--- src/rtl/mask_packer.sv ---
// Packs a frame of N-bit mask pixels into W-bit words, LSB-first, one line per word group,
// and presents them through a small show-ahead FIFO on a valid/ready interface.
module mask_packer #(
    parameter int unsigned N     = 1,
    parameter int unsigned W     = 32,
    parameter int unsigned DEPTH = 4
) (
    input  logic         clock,
    input  logic         reset,
    input  logic [15:0]  width,
    input  logic [15:0]  height,
    input  logic         start,
    input  logic         in_write,
    input  logic [N-1:0] in_pixel,
    output logic         out_valid,
    output logic [W-1:0] out_data,
    output logic         out_last,
    input  logic         out_ready,
    output logic         busy,
    output logic         done,
    output logic         overflow
);

    localparam int unsigned P  = W / N;
    localparam int unsigned SW = (P > 1) ? $clog2(P) : 1;
    localparam int unsigned AW = $clog2(DEPTH);

    typedef enum logic [1:0] {StIdle, StRun, StFlush} state_e;

    state_e         state_q, state_d;
    logic [15:0]    width_q, width_d, height_q, height_d;
    logic [15:0]    col_q, col_d, row_q, row_d;
    logic [SW-1:0]  slot_q, slot_d;
    logic [W-1:0]   pack_q, pack_d;
    logic           overflow_q, overflow_d;
    logic           done_q, done_d;

    logic [W:0]     mem_q [DEPTH];
    logic [AW-1:0]  wr_ptr_q, rd_ptr_q;
    logic [AW:0]    count_q;

    logic           push, push_last, push_ok, pop, full, empty;
    logic           line_end, word_end, frame_end;
    logic [W-1:0]   pix_word, word;
    int unsigned    shamt;

    assign empty     = (count_q == '0);
    assign full      = (count_q == (AW+1)'(DEPTH));
    assign pop       = !empty && out_ready;
    // A full FIFO still accepts a push when the head is leaving in the same cycle.
    assign push_ok   = push && (!full || pop);

    assign line_end  = (col_q == width_q - 16'd1);
    assign word_end  = (slot_q == SW'(P - 1)) || line_end;
    assign frame_end = line_end && (row_q == height_q - 16'd1);

    always_comb begin
        state_d    = state_q;
        width_d    = width_q;
        height_d   = height_q;
        col_d      = col_q;
        row_d      = row_q;
        slot_d     = slot_q;
        pack_d     = pack_q;
        overflow_d = overflow_q;
        done_d     = 1'b0;
        push       = 1'b0;
        push_last  = 1'b0;
        shamt      = N * 32'(slot_q);
        pix_word   = W'(in_pixel) << shamt;
        word       = pack_q | pix_word;

        unique case (state_q)
            StIdle: begin
                if (start) begin
                    width_d    = width;
                    height_d   = height;
                    col_d      = '0;
                    row_d      = '0;
                    slot_d     = '0;
                    pack_d     = '0;
                    overflow_d = 1'b0;
                    state_d    = (width == 16'd0 || height == 16'd0) ? StFlush : StRun;
                end
            end
            StRun: begin
                if (in_write) begin
                    if (word_end) begin
                        push   = 1'b1;
                        slot_d = '0;
                        pack_d = '0;
                    end else begin
                        slot_d = slot_q + SW'(1);
                        pack_d = word;
                    end
                    if (line_end) begin
                        col_d = '0;
                        row_d = row_q + 16'd1;
                    end else begin
                        col_d = col_q + 16'd1;
                    end
                    if (frame_end) begin
                        push_last = 1'b1;
                        state_d   = StFlush;
                    end
                end
            end
            StFlush: begin
                if (empty) begin
                    done_d  = 1'b1;
                    state_d = StIdle;
                end
            end
            default: state_d = StIdle;
        endcase

        if (push && !push_ok) overflow_d = 1'b1;
    end

    always_ff @(posedge clock or posedge reset) begin
        if (reset) begin
            state_q    <= StIdle;
            width_q    <= '0;
            height_q   <= '0;
            col_q      <= '0;
            row_q      <= '0;
            slot_q     <= '0;
            pack_q     <= '0;
            overflow_q <= 1'b0;
            done_q     <= 1'b0;
        end else begin
            state_q    <= state_d;
            width_q    <= width_d;
            height_q   <= height_d;
            col_q      <= col_d;
            row_q      <= row_d;
            slot_q     <= slot_d;
            pack_q     <= pack_d;
            overflow_q <= overflow_d;
            done_q     <= done_d;
        end
    end

    always_ff @(posedge clock or posedge reset) begin
        if (reset) begin
            wr_ptr_q <= '0;
            rd_ptr_q <= '0;
            count_q  <= '0;
        end else begin
            if (push_ok) wr_ptr_q <= wr_ptr_q + AW'(1);
            if (pop)     rd_ptr_q <= rd_ptr_q + AW'(1);
            if (push_ok && !pop)      count_q <= count_q + (AW+1)'(1);
            else if (!push_ok && pop) count_q <= count_q - (AW+1)'(1);
        end
    end

    always_ff @(posedge clock) begin
        if (push_ok) mem_q[wr_ptr_q] <= {push_last, word};
    end

    // Gate the head so an empty or freshly reset FIFO shows all-zero outputs.
    assign out_valid = !empty;
    assign out_data  = empty ? '0 : mem_q[rd_ptr_q][W-1:0];
    assign out_last  = empty ? 1'b0 : mem_q[rd_ptr_q][W];
    assign busy      = (state_q != StIdle);
    assign done      = done_q;
    assign overflow  = overflow_q;

endmodule

--- config.mk ---
export PLATFORM = sky130hd
export DESIGN_NAME = mask_packer
export DESIGN_NICKNAME = d
export VERILOG_FILES = /design/src/rtl/mask_packer.sv
export SDC_FILE = /design/constraint.sdc
export NUM_CORES = 1
export LEC_CHECK = 0
export BUFFER_PORTS_ARGS = -buffer_cell sky130_fd_sc_hd__buf_2
export CORE_ASPECT_RATIO = 1.2
export CORE_MARGIN = 4
export CORE_UTILIZATION = 25
export DETAILED_ROUTE_END_ITERATION = 10
export PLACE_DENSITY = 0.37
export SYNTH_ARGS = -nofsm -noshare
export SYNTH_HDL_FRONTEND = slang
export SYNTH_SLANG_ARGS = --single-unit
export TNS_END_PERCENT = 10
--- constraint.sdc ---
create_clock -name clock -period 4.6 [get_ports clock]
set_clock_uncertainty 0.2 [all_clocks]
set_input_delay 1.15 -clock clock [delete_from_list [all_inputs] [get_ports clock]]
set_output_delay 1.15 -clock clock [all_outputs]
set_load 0.01 [all_outputs]
==> results.yml <==
run_status:
  outcome: "completed"
yosys:
  synthTopCellsByArea: "edfxtp_1, dfrtp_1, mux4_2"
  synth_xor_area_share_pct: 4.27
  yosysTopAreaCell: "edfxtp_1"
  synth_compound_area_share_pct: 9.98
  synth-async-reset-ratio_pct: 45.9
  yosysWarnings: 0
  synth.area.mux_share_pct: 6.94
  ys_types: 73
  avgSynthCellArea_um2: 12.3
  synth-seq-cells: 244
  ys_seq_area_share_pct: 58.2
  synthSimpleGateAreaFrac_pct: 16.8
  syn-instance-count: 945
  synth_fp_nets: 995
  synth_top_family_by_area: "simple AND/OR/NAND/NOR gates"
  synthFlopType: "edfxtp_1"
  syn_area_um2: 11600
  netlist.area_leader.share_pct: 34.1
  synth-edff-count: 132
  synth-adder-area-share_pct: 1.36
setup_path:
  worst_ep_required_time_ns: 4.87
  timing.rr.start: "width_q[0]$_DFFE_PP0P_"
  endpoint_kind: "flip-flop"
  start_kind: "flip-flop"
  r2r_end: "count_q[2]$_DFFE_PP0P_"
  worstSetupPathType: "flip-flop to flip-flop"
  arrival_ns: 4.43
  reg2reg_slack_ns: 0.44
  r2r_cells: 14
  path_max_fanout: 10
placement:
  postPlaceCellArea_um2: 12800
  finalWeightedCongestion: 0.755
  post-dp-hpwl_um: 20400
  io_buffer_count: 74
clock_network:
  clock_latency_ns: 0.54
  cts.reportedPaths.clkPinSlew_ns: 0.06
  cts_inserted_buffers: 29
  post_cts_resized: 0
  clock-sinks: 244
  postCtsHoldBufs: 0
  clockBufferDepth: 3
  postCtsSetupBuffers: 0
  cts-root-buf: "clkbuf_16"
  cts_tree: "yes"
  htreeDepth: 1
worst_hold_path:
  min_from: "count_q[2]$_DFFE_PP0P_"
  min_to: "count_q[2]$_DFFE_PP0P_"
  min_path_type: "flip-flop to flip-flop"
  hold_depth: 1
cells_and_area:
  diodes: 0
  fin_util_pct: 29.8
  fin_nets: 1072
  design_area_um2: 13700
  layout-drive-gt1-share_pct: 18.9
  area_growth_pct: 17.8
power_and_ir_drop:
  power.density_nw_per_um2: 553
  peakVddDrop_mv: 0.257
  p_leak_nw: 5.21
  intPower_mw: 4.92
  combinationalPowerShare_pct: 33.2
  swShare_pct: 35.0
  pwr-share-clk_pct: 28.3
  p_switching_mw: 2.65
  sequentialPowerShare_pct: 38.4
sta:
  period_needed_ns: 4.16
  report.final.setup_viol: 0
  holdWs_ns: 0.282
  clock.fmax_ghz: 0.240
  tightest_slew_ns: 0.812
  maxSlewViolCount: 0
  hold_viol: 0
  rsz0062_at_grt: "false"
  setup_tns_ns: 0
  max_slew_margin_pct: 45.6
  fin_crit_sh_pct: 90.5
routing:
  vias: 7548
  dr.pass1.iters: 5
  drtAntennaViolNets: 0
  drc: 0
  first_iter_violations: 343
  vias_per_cell: 4.55
  routed_wl_um: 30100
  detail_route.wl_per_cell_um: 18.2
die:
  fp.dieW_um: 205
  ios: 75
  die_h_um: 244
  start_util_pct: 25.3
  die-area_um2: 50100
  rows: 86
  coreArea_um2: 45900
global_routing:
  grt_busiest_layer: "met2"
  use_met3_pct: 1.66
  gr-usage-met1_pct: 15.3
  grt_pass1_wl_um: 47800
  overflow: 0
  antenna_found_initial: 0
  grt_max_degree: 65
  grt_usage_pct: 12.1
  grt_pass1_vias: 7835
  use_met2_pct: 21.9
flow_run:
  drv_cap: 0
[placed cells by master (no fill, tap or decap), types with 12 or more instances in the layout]
master,netlist,routed
clkbuf_16,0,29
buf_2,6,74
mux4_2,33,33
nor4_1,17,17
nand3_1,20,20
nor3_1,16,16
or4_1,12,12
nand4_1,13,13
dfrtp_1,112,111
edfxtp_1,132,132
xnor2_1,33,33
and2_1,43,38
xor2_1,21,21
a21oi_1,16,16
a21boi_1,27,27
nor2_1,41,40
o21ai_0,14,14
inv_1,22,21
nand2_1,149,149
a21o_1,28,28
[logic make-up after synthesis]
| family | count (synthesis) |
|---|---|
| and+or+nand+nor | 371 |
| DFF | 244 |
| AOI/OAI and AO/OA | 156 |
| buffers and inverters | 68 |
| xor gates and xnor gates | 55 |
| muxes | 39 |
| adders and majority gates | 12 |
[how the worst max path moves through the flow]
stage,slack (ns),depth (start not counted),startpoint,to
after floorplan,0.29,1,reset,col_q[0]$_DFFE_PP0P_
after global placement,0.43,14,width_q[0]$_DFFE_PP0P_,count_q[2]$_DFFE_PP0P_
after detailed placement,0.44,14,width_q[0]$_DFFE_PP0P_,count_q[2]$_DFFE_PP0P_
after CTS,0.41,14,width_q[0]$_DFFE_PP0P_,count_q[2]$_DFFE_PP0P_
after global routing,0.08,14,width_q[0]$_DFFE_PP0P_,count_q[2]$_DFFE_PP0P_
final,0.44,14,width_q[0]$_DFFE_PP0P_,count_q[2]$_DFFE_PP0P_
[worst max-delay path, stage by stage, from the launching register on]
cell and delay (ns):
dfrtp_1 0.48, inv_1 0.12, ha_1 0.31, nor4b_1 0.39, nand3_1 0.15, or4_1 0.54, a31oi_2 0.24, o211a_1 0.28
o211a_1 0.29, ha_1 0.23, inv_1 0.06, fa_1 0.37, xor2_1 0.17, nor2_1 0.11, xor2_1 0.15
[power groups by stage]
stage               clock network (mW)  registers [mW]  logic (mW)
global route                      2.33            2.97        2.84
CTS                               2.23            2.92        2.60
finish                            2.15            2.91        2.52
detailed placement                   0            2.96        2.59
floorplan                            0            2.74        1.91
global placement                     0            2.96        2.60
[synthesized netlist by cell type, types with 20 or more instances]
| library cell | number |
|---|---|
| dfrtp_1 | 112 |
| nand3_1 | 20 |
| inv_1 | 22 |
| xnor2_1 | 33 |
| mux4_2 | 33 |
| nand2_1 | 149 |
| clkbuf_1 | 31 |
| edfxtp_1 | 132 |
| nor2_1 | 41 |
| xor2_1 | 21 |
| and2_1 | 43 |
| a21boi_1 | 27 |
| a21o_1 | 28 |
[metrics by stage]
stage          std cells  power [mW]  setup slack, ns
2_1_floorplan        945        4.65            0.291
3_3_place_gp        1607        5.55            0.434
4_1_cts             1660        7.75            0.411
6_report            1660        7.57            0.439
3_5_place_dp        1607        5.56            0.442
5_1_grt             1660        8.14           0.0823
[routing by layer]
metal	vias up	wire length [µm]
li1	3668	-
met1	3736	13200
met2	115	15400
met3	29	1010
met4	0	467
met5	-	0
[area by class of cell]
cell class,instances,area (µm²)
clock buffer,44,822
clock inverter,9,67.6
fill,4727,32200
inverter,22,85.1
multi-input combinational,633,4590
sequential,244,6770
tap,616,771
timing repair buffer,92,593
[flip-flops by register name, summed over array words and instances, names as in the netlist, 2 cells and up]
signal and cells:
pack_q 32, col_q 16, state_q 2, slot_q 5
wr_ptr_q 2, mem_q 132, count_q 3, height_q 16
width_q 16, row_q 16, rd_ptr_q 2
Power figures use the tool's default switching activity.
